File: src/rtl/key_event_pkg.sv
// Shared types and parameter checks for the multi-channel key debouncer.
package key_event_pkg;

  typedef enum logic [1:0] {
    IDLE,
    PRESS_WAIT,
    PRESSED,
    RELEASE_WAIT
  } ch_state_t;

  localparam string POL_LOW  = "LOW";
  localparam string POL_HIGH = "HIGH";

  // Counter widths must hold the largest terminal count they compare against.
  function automatic bit params_legal(input int sync_stages, input int tick_div,
                                      input int tick_w, input int db_ticks,
                                      input int long_ticks, input int cnt_w);
    bit ok;
    ok = (sync_stages >= 2);
    ok = ok && (tick_div >= 1) && (tick_w >= 1) && (tick_w <= 30);
    ok = ok && ((tick_div - 1) < (1 << tick_w));
    ok = ok && (db_ticks >= 1) && (long_ticks > db_ticks);
    ok = ok && (cnt_w >= 1) && (cnt_w <= 30);
    ok = ok && ((long_ticks - 1) < (1 << cnt_w));
    return ok;
  endfunction

endpackage

File: src/rtl/key_event_debounce_channel.sv
// One debounce channel: level FSM, long-press timer, event pulses and sticky flags.
module key_event_channel
  import key_event_pkg::*;
#(
  parameter int DB_TICKS   = 5,
  parameter int LONG_TICKS = 1000,
  parameter int CNT_W      = 10
) (
  input  logic clk,
  input  logic reset,
  input  logic raw_i,
  input  logic tick_i,
  input  logic sts_clr_i,
  output logic data_o,
  output logic press_pulse_o,
  output logic release_pulse_o,
  output logic long_pulse_o,
  output logic press_sts_o,
  output logic release_sts_o,
  output logic long_sts_o
);

  localparam logic [CNT_W-1:0] DB_LAST = CNT_W'(DB_TICKS - 1);
  localparam logic [CNT_W-1:0] LP_LAST = CNT_W'(LONG_TICKS - 1);

  ch_state_t        state_q;
  logic [CNT_W-1:0] db_cnt_q;
  logic [CNT_W-1:0] lp_cnt_q;
  logic             long_done_q;
  logic             data_q;
  logic             press_q;
  logic             release_q;
  logic             long_q;
  logic             press_sts_q, press_sts_d;
  logic             release_sts_q, release_sts_d;
  logic             long_sts_q, long_sts_d;

  always_ff @(posedge clk) begin
    if (reset) begin
      state_q     <= IDLE;
      db_cnt_q    <= '0;
      lp_cnt_q    <= '0;
      long_done_q <= 1'b0;
      data_q      <= 1'b0;
      press_q     <= 1'b0;
      release_q   <= 1'b0;
      long_q      <= 1'b0;
    end else begin
      press_q   <= 1'b0;
      release_q <= 1'b0;
      long_q    <= 1'b0;

      // Long-press timer keeps running through release-wait glitches.
      if ((state_q == PRESSED || state_q == RELEASE_WAIT) && !long_done_q && tick_i) begin
        if (lp_cnt_q == LP_LAST) begin
          long_q      <= 1'b1;
          long_done_q <= 1'b1;
        end else begin
          lp_cnt_q <= lp_cnt_q + 1'b1;
        end
      end

      case (state_q)
        IDLE: begin
          if (raw_i) begin
            state_q  <= PRESS_WAIT;
            db_cnt_q <= '0;
          end
        end
        PRESS_WAIT: begin
          if (!raw_i) begin
            state_q <= IDLE;
          end else if (tick_i) begin
            if (db_cnt_q == DB_LAST) begin
              state_q  <= PRESSED;
              data_q   <= 1'b1;
              press_q  <= 1'b1;
              lp_cnt_q <= '0;
            end else begin
              db_cnt_q <= db_cnt_q + 1'b1;
            end
          end
        end
        PRESSED: begin
          if (!raw_i) begin
            state_q  <= RELEASE_WAIT;
            db_cnt_q <= '0;
          end
        end
        RELEASE_WAIT: begin
          if (raw_i) begin
            state_q <= PRESSED;
          end else if (tick_i) begin
            if (db_cnt_q == DB_LAST) begin
              // Release overrides a long-press threshold landing on this tick.
              state_q     <= IDLE;
              data_q      <= 1'b0;
              release_q   <= 1'b1;
              long_q      <= 1'b0;
              lp_cnt_q    <= '0;
              long_done_q <= 1'b0;
            end else begin
              db_cnt_q <= db_cnt_q + 1'b1;
            end
          end
        end
        default: state_q <= IDLE;
      endcase
    end
  end

  // Sticky bits latch the registered pulse, so a clear in the pulse cycle loses.
  always_comb begin
    press_sts_d   = press_q   | (press_sts_q   & ~sts_clr_i);
    release_sts_d = release_q | (release_sts_q & ~sts_clr_i);
    long_sts_d    = long_q    | (long_sts_q    & ~sts_clr_i);
  end

  always_ff @(posedge clk) begin
    if (reset) begin
      press_sts_q   <= 1'b0;
      release_sts_q <= 1'b0;
      long_sts_q    <= 1'b0;
    end else begin
      press_sts_q   <= press_sts_d;
      release_sts_q <= release_sts_d;
      long_sts_q    <= long_sts_d;
    end
  end

  assign data_o          = data_q;
  assign press_pulse_o   = press_q;
  assign release_pulse_o = release_q;
  assign long_pulse_o    = long_q;
  assign press_sts_o     = press_sts_q;
  assign release_sts_o   = release_sts_q;
  assign long_sts_o      = long_sts_q;

endmodule

File: src/rtl/key_event_debounce.sv
// Multi-channel key debouncer: input synchroniser, shared tick prescaler,
// per-channel event FSMs and a registered interrupt OR.
module key_event_debounce
  import key_event_pkg::*;
#(
  parameter int    WIDTH       = 2,
  parameter string POLARITY    = "LOW",
  parameter int    SYNC_STAGES = 2,
  parameter int    TICK_DIV    = 50000,
  parameter int    TICK_W      = 16,
  parameter int    DB_TICKS    = 5,
  parameter int    LONG_TICKS  = 1000,
  parameter int    CNT_W       = 10
) (
  input  logic             clk,
  input  logic             reset,
  input  logic [WIDTH-1:0] data_in,
  output logic [WIDTH-1:0] data_out,
  output logic [WIDTH-1:0] press_pulse,
  output logic [WIDTH-1:0] release_pulse,
  output logic [WIDTH-1:0] long_pulse,
  output logic [WIDTH-1:0] press_sts,
  output logic [WIDTH-1:0] release_sts,
  output logic [WIDTH-1:0] long_sts,
  input  logic [WIDTH-1:0] sts_clr,
  output logic             irq
);

  localparam bit ACTIVE_LOW = (POLARITY == POL_LOW);
  localparam bit POL_OK     = (POLARITY == POL_LOW) || (POLARITY == POL_HIGH);
  localparam logic [WIDTH-1:0]  IDLE_LVL  = ACTIVE_LOW ? '1 : '0;
  localparam logic [TICK_W-1:0] TICK_LAST = TICK_W'(TICK_DIV - 1);

  if (!POL_OK || !params_legal(SYNC_STAGES, TICK_DIV, TICK_W, DB_TICKS, LONG_TICKS, CNT_W))
  begin : g_param_err
    $error("key_event_debounce: illegal parameter combination");
  end

  logic [SYNC_STAGES-1:0][WIDTH-1:0] sync_q;
  logic [WIDTH-1:0]                  raw;
  logic [TICK_W-1:0]                 pre_q, pre_d;
  logic                              tick;
  logic                              irq_q;

  // Synchroniser resets to the released level so reset never looks like a press.
  always_ff @(posedge clk) begin
    if (reset) begin
      sync_q <= {SYNC_STAGES{IDLE_LVL}};
    end else begin
      sync_q <= {sync_q[SYNC_STAGES-2:0], data_in};
    end
  end

  assign raw = ACTIVE_LOW ? ~sync_q[SYNC_STAGES-1] : sync_q[SYNC_STAGES-1];

  assign tick  = (pre_q == TICK_LAST);
  assign pre_d = tick ? '0 : pre_q + TICK_W'(1);

  always_ff @(posedge clk) begin
    if (reset) begin
      pre_q <= '0;
    end else begin
      pre_q <= pre_d;
    end
  end

  for (genvar g = 0; g < WIDTH; g++) begin : g_ch
    key_event_channel #(
      .DB_TICKS  (DB_TICKS),
      .LONG_TICKS(LONG_TICKS),
      .CNT_W     (CNT_W)
    ) u_ch (
      .clk            (clk),
      .reset          (reset),
      .raw_i          (raw[g]),
      .tick_i         (tick),
      .sts_clr_i      (sts_clr[g]),
      .data_o         (data_out[g]),
      .press_pulse_o  (press_pulse[g]),
      .release_pulse_o(release_pulse[g]),
      .long_pulse_o   (long_pulse[g]),
      .press_sts_o    (press_sts[g]),
      .release_sts_o  (release_sts[g]),
      .long_sts_o     (long_sts[g])
    );
  end

  always_ff @(posedge clk) begin
    if (reset) begin
      irq_q <= 1'b0;
    end else begin
      irq_q <= |{press_sts, release_sts, long_sts};
    end
  end

  assign irq = irq_q;

endmodule

File: config.mk
export PLATFORM = sky130hd
export DESIGN_NAME = key_event_debounce
export DESIGN_NICKNAME = d
export VERILOG_FILES = /design/src/rtl/key_event_pkg.sv /design/src/rtl/key_event_debounce_channel.sv /design/src/rtl/key_event_debounce.sv
export SDC_FILE = /design/constraint.sdc
export NUM_CORES = 1
export LEC_CHECK = 0
export BUFFER_PORTS_ARGS = -buffer_cell sky130_fd_sc_hd__buf_2
export CAP_MARGIN = 30
export CORE_MARGIN = 3
export CORE_UTILIZATION = 59
export CTS_BUF_LIST = sky130_fd_sc_hd__clkbuf_16
export DETAILED_ROUTE_END_ITERATION = 7
export PLACE_DENSITY = 0.82
export SKIP_LAST_GASP = 1
export SLEW_MARGIN = 20
export SYNTH_ARGS = -nofsm -noshare
export SYNTH_HDL_FRONTEND = slang
export SYNTH_SLANG_ARGS = --single-unit
File: constraint.sdc
create_clock -name clk -period 3 [get_ports clk]
set_input_delay 0.15 -clock clk [delete_from_list [all_inputs] [get_ports clk]]
set_output_delay 0.15 -clock clk [all_outputs]
set_load 0.05 [all_outputs]
Yosys cells after proc, flatten, opt, wreduce, memory -nomap -nowiden

Cells that the tools add are included.

Memories kept: 0
Output and inout bits: 15
Bits in registers: 81
Bits of input ports: 6
Latch bits: 0
Memory bits (writable): 0
ROM bits: 0
Word-level logic and storage cells: 199

Reductions and logical operators: 24
Add/sub/neg operators: 5
Div/mod/pow operators: 0
Multipliers: 0
Equal/unequal tests: 35
Magnitude comparators: 0
Multiplexer cells: 88
Shift-type cells: 0
Bitwise gates (word level): 21

Operators by type and width:

| kind                                                   | count |
|---|---|
| 2-to-1 mux 10 bit                                      | 24 |
| one-hot mux 10 bit (4 select lines)                    | 2 |
| adder 10 x 1 -> 10 bit (second input constant)         | 4 |
| 2-to-1 mux 1 bit                                       | 40 |
| one-hot mux 10 bit (2 select lines)                    | 2 |
| 2-to-1 mux 2 bit                                       | 16 |
| inequality test 2 bit (second input constant)          | 12 |
| equality test 10 bit (second input constant)           | 2 |
| equality test 10 x 3 -> 1 bit (second input constant)  | 2 |
| adder 16 x 1 -> 16 bit (second input constant)         | 1 |
| equality test 16 bit (second input constant)           | 1 |
| one-hot mux 2 bit (4 select lines)                     | 2 |
| AND reduction 7 bit                                    | 2 |
| inequality test 3 x 2 -> 1 bit (second input constant) | 4 |
| inequality test 3 bit (second input constant)          | 4 |
| AND reduction 6 bit                                    | 2 |
| OR reduction 3 bit                                     | 4 |
| equality test 2 bit (second input constant)            | 4 |
| inequality test 2 x 1 -> 1 bit (second input constant) | 4 |
| inverter 1 bit                                         | 8 |
| AND reduction 4 bit                                    | 2 |
| AND 1 bit                                              | 6 |
| bitwise OR 1 bit                                       | 6 |
| OR reduction 6 bit                                     | 1 |
| 9 further kinds                                        | 18 |

Depth between registers and ports, before layout

Depth in word-level cells: 9
Gate-level depth with buffers: 8

Modules after synthesis

Synthesis repeated with hierarchy kept, for this count alone.

Cells, all modules: 416
Area total of the unflattened synthesis: 3746.1 sq um

Modules (own cells, without submodules):

| module                            | cells an instance | sequential area each (sq um) | area an instance (sq um) | times used |
|---|---|---|---|---|
| key_event_channel at g_ch[0].u_ch | 159               | 600.6                        | 1442.6                   | 1 |
| key_event_channel at g_ch[1].u_ch | 163               | 600.6                        | 1437.6                   | 1 |
| key_event_debounce                | 94                | 420.4                        | 865.8                    | 1 |

Worst setup path before layout

Ideal clock, no wire load.

Path type: register to register
From: register pre_q[0]
To: register g_ch[1].u_ch.lp_cnt_q[7]
Arrival: 2.419 ns
Path slack: 0.511 ns
Clock period less this slack: 2.489 ns
Path buffers: 2
Required time: 2.930 ns
Cell stages (with the launch flop): 9
Cells stage by stage: dfxtp_1 ha_1 nand4_1 or4_1 buf_2 or3_1 buf_2 or4_1 a21oi_1

Longest elaborated chain between the ends: 7
Elaborated cells between the ends (all ways): 8

Ends and longest elaborated chain:

| element                               | RTL line                                                           | RTL |
|---|---|---|
| from (decl)                           | key_event_debounce.sv:41                                           | `logic [TICK_W-1:0] pre_q, pre_d;` |
| from (signal assigned)                | key_event_debounce.sv:63                                           | `pre_q <= pre_d;` |
| equality test 16 bit *                | key_event_debounce.sv:56                                           | `assign tick = (pre_q == TICK_LAST);` |
| logical AND 1 bit                     | key_event_debounce_channel.sv:54                                   | `if ((state_q == PRESSED \|\| state_q == RELEASE_WAIT) && !long_done_q && tick_i) begin` |
| 2-to-1 mux 10 bit                     | key_event_debounce_channel.sv:54                                   |  |
| 2-to-1 mux 10 bit                     | key_event_debounce_channel.sv:74, key_event_debounce_channel.sv:94 |  |
| 2-to-1 mux 10 bit                     | key_event_debounce_channel.sv:93                                   | `end else if (tick_i) begin` |
| 2-to-1 mux 10 bit (on tied branches)  | key_event_debounce_channel.sv:91, key_event_debounce_channel.sv:71 |  |
| one-hot mux 10 bit (2 select lines) * | key_event_debounce_channel.sv:63                                   | `case (state_q)` |
| to (signal assigned)                  | key_event_debounce_channel.sv:59                                   | `lp_cnt_q <= lp_cnt_q + 1'b1;` |
| to (decl)                             | key_event_debounce_channel.sv:28                                   | `logic [CNT_W-1:0] lp_cnt_q;` |

Every way passes the cells marked *; elsewhere a longest branch is shown, timed or not.
A chain may end at the register's enable or synchronous reset.

Worst setup path in the final report

From: register pre_q[4]
To: register g_ch[0].u_ch.long_done_q

Longest elaborated chain between the ends: 7

Ends and longest elaborated chain:

| element                | RTL line                          | RTL |
|---|---|---|
| equality test 16 bit * | key_event_debounce.sv:56          |  |
| logical AND 1 bit      | key_event_debounce_channel.sv:54  |  |
| 2-to-1 mux 1 bit       | key_event_debounce_channel.sv:54  |  |
| 2-to-1 mux 1 bit       | key_event_debounce_channel.sv:94  | `if (db_cnt_q == DB_LAST) begin` |
| 2-to-1 mux 1 bit       | key_event_debounce_channel.sv:93  |  |
| 2-to-1 mux 1 bit       | key_event_debounce_channel.sv:91  | `if (raw_i) begin` |
| 2-to-1 mux 1 bit *     | key_event_debounce_channel.sv:63  |  |
| to (signal assigned)   | key_event_debounce_channel.sv:43  | `long_done_q <= 1'b0;` |
| to (signal assigned)   | key_event_debounce_channel.sv:57  | `long_done_q <= 1'b1;` |
| to (signal assigned)   | key_event_debounce_channel.sv:101 | `long_done_q <= 1'b0;` |
| to (decl)              | key_event_debounce_channel.sv:29  | `logic long_done_q;` |

Marks and branches as above.

==> summary.md <==
| Metric | Value |
|---|---|
| Total power | `0.00222 W` |
| RSZ-0062 raised after global routing | `false` |
| Top_reg_cell synth | `dfxtp_1` |
| Post-synthesis async set-or-reset flop share | `0` |
| Post-synthesis cell count | `approximately 440` |
| Area Overhead vs Synth | `9.95%` |
| Num Clock Sinks | `81` |
| Yosys top cell by area | `dfxtp_1` |
| End of the worst hold path | `g_ch[0].u_ch.release_sts_o` |
| Die Y-Extent | `between 80 and 90 um` |
| P_leak | `between 1 and 1.5 nW` |
| First-pass GRT wire length | `roughly 13 mm` |
| Hold depth | `4` |
| Worst r2r dst | `g_ch[0].u_ch.long_done_q` |
| Crit share post-route | `0.843` |
| Vias in the first global route | `3034` |
| Register area | `roughly 1600 sq um` |
| GRT Util Overall | `0.222` |
| Die area | `around 7400 sq um` |
| Skew-Pair Late Insertion Delay | `approximately 0.33 ns` |
| Area of the multi-input gates | `~1900 sq um` |
| # DRC | `0` |
| Gpl congestion | `a little under 0.9` |
| Port bufs | `20` |
| Initial antenna violation count | `0` |
| Fin nets | `467` |
| CP Launch Type | `register` |
| PwrDens | `about 530 nW/um^2` |
| CP max FO | `7` |
| WL/cell | `about 14 um` |
| Fillers | `approximately 480` |
| Final Instance Area | `between 4000 and 5000 sq um` |
| Final Hold Viols | `0` |
| WP data arrival | `2.77 ns` |
| Routed vias/inst | `about 6` |
| Worst path required time | `3.24 ns` |
| Reg2Reg Depth | `5` |
| CTS H-tree depth | `3` |
| Slew margin rel. | `0.599` |
| Critical path class | `reg2reg` |
| Avg Cell Area, Syn | `~8.6 sq um` |
| Post-DP HPWL | `5.29 mm` |
| CTS Buf Count | `9` |
| Chip width | `between 80 and 90 um` |
| GRT overflow | `0` |
| Reg-to-Reg Start | `pre_q[4]` |
| Setup Viol. Count Final | `0` |
| Max IR drop VDD | `408 uV` |
| Top cells by count, synth | `dfxtp_1 (81), nor2_1 (60), a21oi_1 (30)` |
| Share of the synthesized area in the top cell type | `0.427` |
| Post-Syn Area | `roughly 3800 sq um` |
| CTS tree | `built` |
| # IOs | `21` |
| Worst-Margin Slew | `around 0.6 ns` |
| Max Fclk | `slightly below 400 MHz` |
| Largest net degree at the start of global routing | `30` |
| Setup_tns | `0 ns` |
| Max cap viols | `0` |
| Initial Util | `0.627` |
| Antenna violation net count after detailed routing | `0` |
| Hold Crit Class | `in2reg` |
| CP Capture Type | `register` |
| Ant. Diodes | `0` |
| #FFs+latches synth | `81` |
| Most frequent cell after synthesis | `dfxtp_1` |
| Reg clk slew, reported paths | `0.06 ns` |
| Clock Path Buffers | `2` |
| Detailed Routing Iterations Pass 1 | `6` |
| Syn_nets | `between 400 and 500` |
| Worst Hold Launch | `sts_clr[0]` |
| Fin Clk Skew | `around 0.0055 ns` |
| Post-cts resize count | `0` |
| Yosys warnings | `0` |
| First DRT Iteration DRCs | `roughly 140` |
| Placed inst area | `~3900 sq um` |
| Share of cells above drive strength 1 | `0.109` |
| Worst reg-to-reg setup slack | `0.47 ns` |
| Top cells by area, synth | `dfxtp_1 (43%), nor2_1 (5.9%), xnor2_1 (5.8%), a21oi_1 (4.0%), nand3_1 (3.0%)` |
| Yosys cell types | `45` |
| Minimum clock period | `about 2.5 ns` |
| FP Rows | `28` |
| CORE AREA | `6060 sq um` |
| Register area share after synthesis | `0.427` |
| EDFF count, synth | `0` |
| CTS root buffer | `clkbuf_16` |
| Drt total wl | `approximately 7.6 mm` |
| Vias | `3124` |
| Max-slew violations | `0` |
| Outcome | `completed` |
-- routing by layer --
metal | wire length (um) | vias up | track usage
met1 | 3350 | 1444 | 0.270
met2 | 3700 | 89 | 0.376
li1 | - | 1574 | -
met3 | 420 | 17 | 0.0542
met5 | 0 | - | 0
met4 | 143 | 0 | 0.0949
-- what timing repair did --
item                                    4_1_cts  5_1_grt
hold buffers                                  2        0
endpoints found under the setup margin        0        0
buffers inserted                              0        0
endpoints found under the hold margin         2        0
-- placed cells by master, fill, tap and decap left out, drive strengths merged, types with 4 or more instances in the layout --
cell type and n:
nor2b 4, and3 9, ha 7, and4 5, nor3 9, clkbuf 9, or2 4, xnor2 25
clkinv 4, buf 25, or3 12, nand2 27, nor4 8, nor2 60, inv 23, a311oi 5
a211oi 5, a21oi 30, dfxtp 81, nand4 18, xor2 13, or4 9, nand3 23, o21ai 12
o31ai 4
-- worst max-delay path, stage by stage, from the launching register on --
cell	delay, ns
dfxtp_1	0.36
or4b_2	0.74
or4_1	0.61
nor2_1	0.30
a21oi_1	0.14
a311oi_1	0.28
-- where the power goes --
part	leakage, nW	total [W]	switching (W)	internal (W)
logic	0.685	0.0000702	0.0000486	0.0000215
clock network	0.147	0.00105	0.000413	0.000636
registers	0.654	0.00110	0.0000103	0.00109
-- final cells by class --
| cell class | count | share of cell area |
|---|---|---|
| multi-input combinational | 314 | 0.464 |
| sequential | 81 | 0.388 |
| clock buffer | 9 | 0.0539 |
| timing repair buffer | 27 | 0.0377 |
| tap | 75 | 0.0225 |
| inverter | 21 | 0.0189 |
| clock inverter | 7 | 0.0150 |
-- stage by stage --
step / utilization / hold slack (ns) / setup WS (ns) / std cells
after floorplan: - / 0.254 / 0.511 / 444
after global placement: 0.638 / 0.333 / 0.555 / 516
after detailed placement: 0.638 / 0.337 / 0.462 / 516
after CTS: 0.689 / 0.146 / 0.471 / 534
after global routing: 0.689 / 0.201 / 0.286 / 534
final: 0.689 / 0.148 / 0.471 / 534
-- cells by family (layout without fill, tap and decap cells) --
| group | Yosys count | after routing | synth area share |
|---|---|---|---|
| AOI/OAI and AO/OA | 67 | 67 | 0.116 |
| xor gates and xnor gates | 38 | 38 | 0.0876 |
| adders and majority gates | 7 | 7 | 0.0231 |
| buffers and inverters | 49 | 64 | 0.0632 |
| DFF | 81 | 81 | 0.427 |
| muxes | 2 | 2 | 0.00527 |
| and+or+nand+nor | 200 | 200 | 0.278 |
-- state kept, by name (all words and copies together) (netlist names), named ones only --
register	count
irq	1
g_ch.u_ch.long_sts_o	2
g_ch.u_ch.press_pulse_o	2
sync_q	4
pre_q	16
g_ch.u_ch.press_sts_o	2
g_ch.u_ch.db_cnt_q	20
g_ch.u_ch.release_pulse_o	2
g_ch.u_ch.lp_cnt_q	20
g_ch.u_ch.state_q	2
g_ch.u_ch.long_pulse_o	2
g_ch.u_ch.data_o	2
g_ch.u_ch.release_sts_o	2
g_ch.u_ch.long_done_q	2
-- how the worst max path moves through the flow --
stage | slack [ns] | end | cells after the start | start
after floorplan | 0.51 | g_ch[1].u_ch.lp_cnt_q[7] | 8 | pre_q[0]
after global placement | 0.56 | register | 5 | pre_q[4]
after detailed placement | 0.46 | register | 5 | pre_q[4]
after CTS | 0.47 | register | 5 | pre_q[4]
after global routing | 0.29 | g_ch[0].u_ch.db_cnt_q[8] | 7 | pre_q[0]
final | 0.47 | g_ch[0].u_ch.long_done_q | 5 | pre_q[4]
Note: power is estimated with default switching activity, not from simulation.
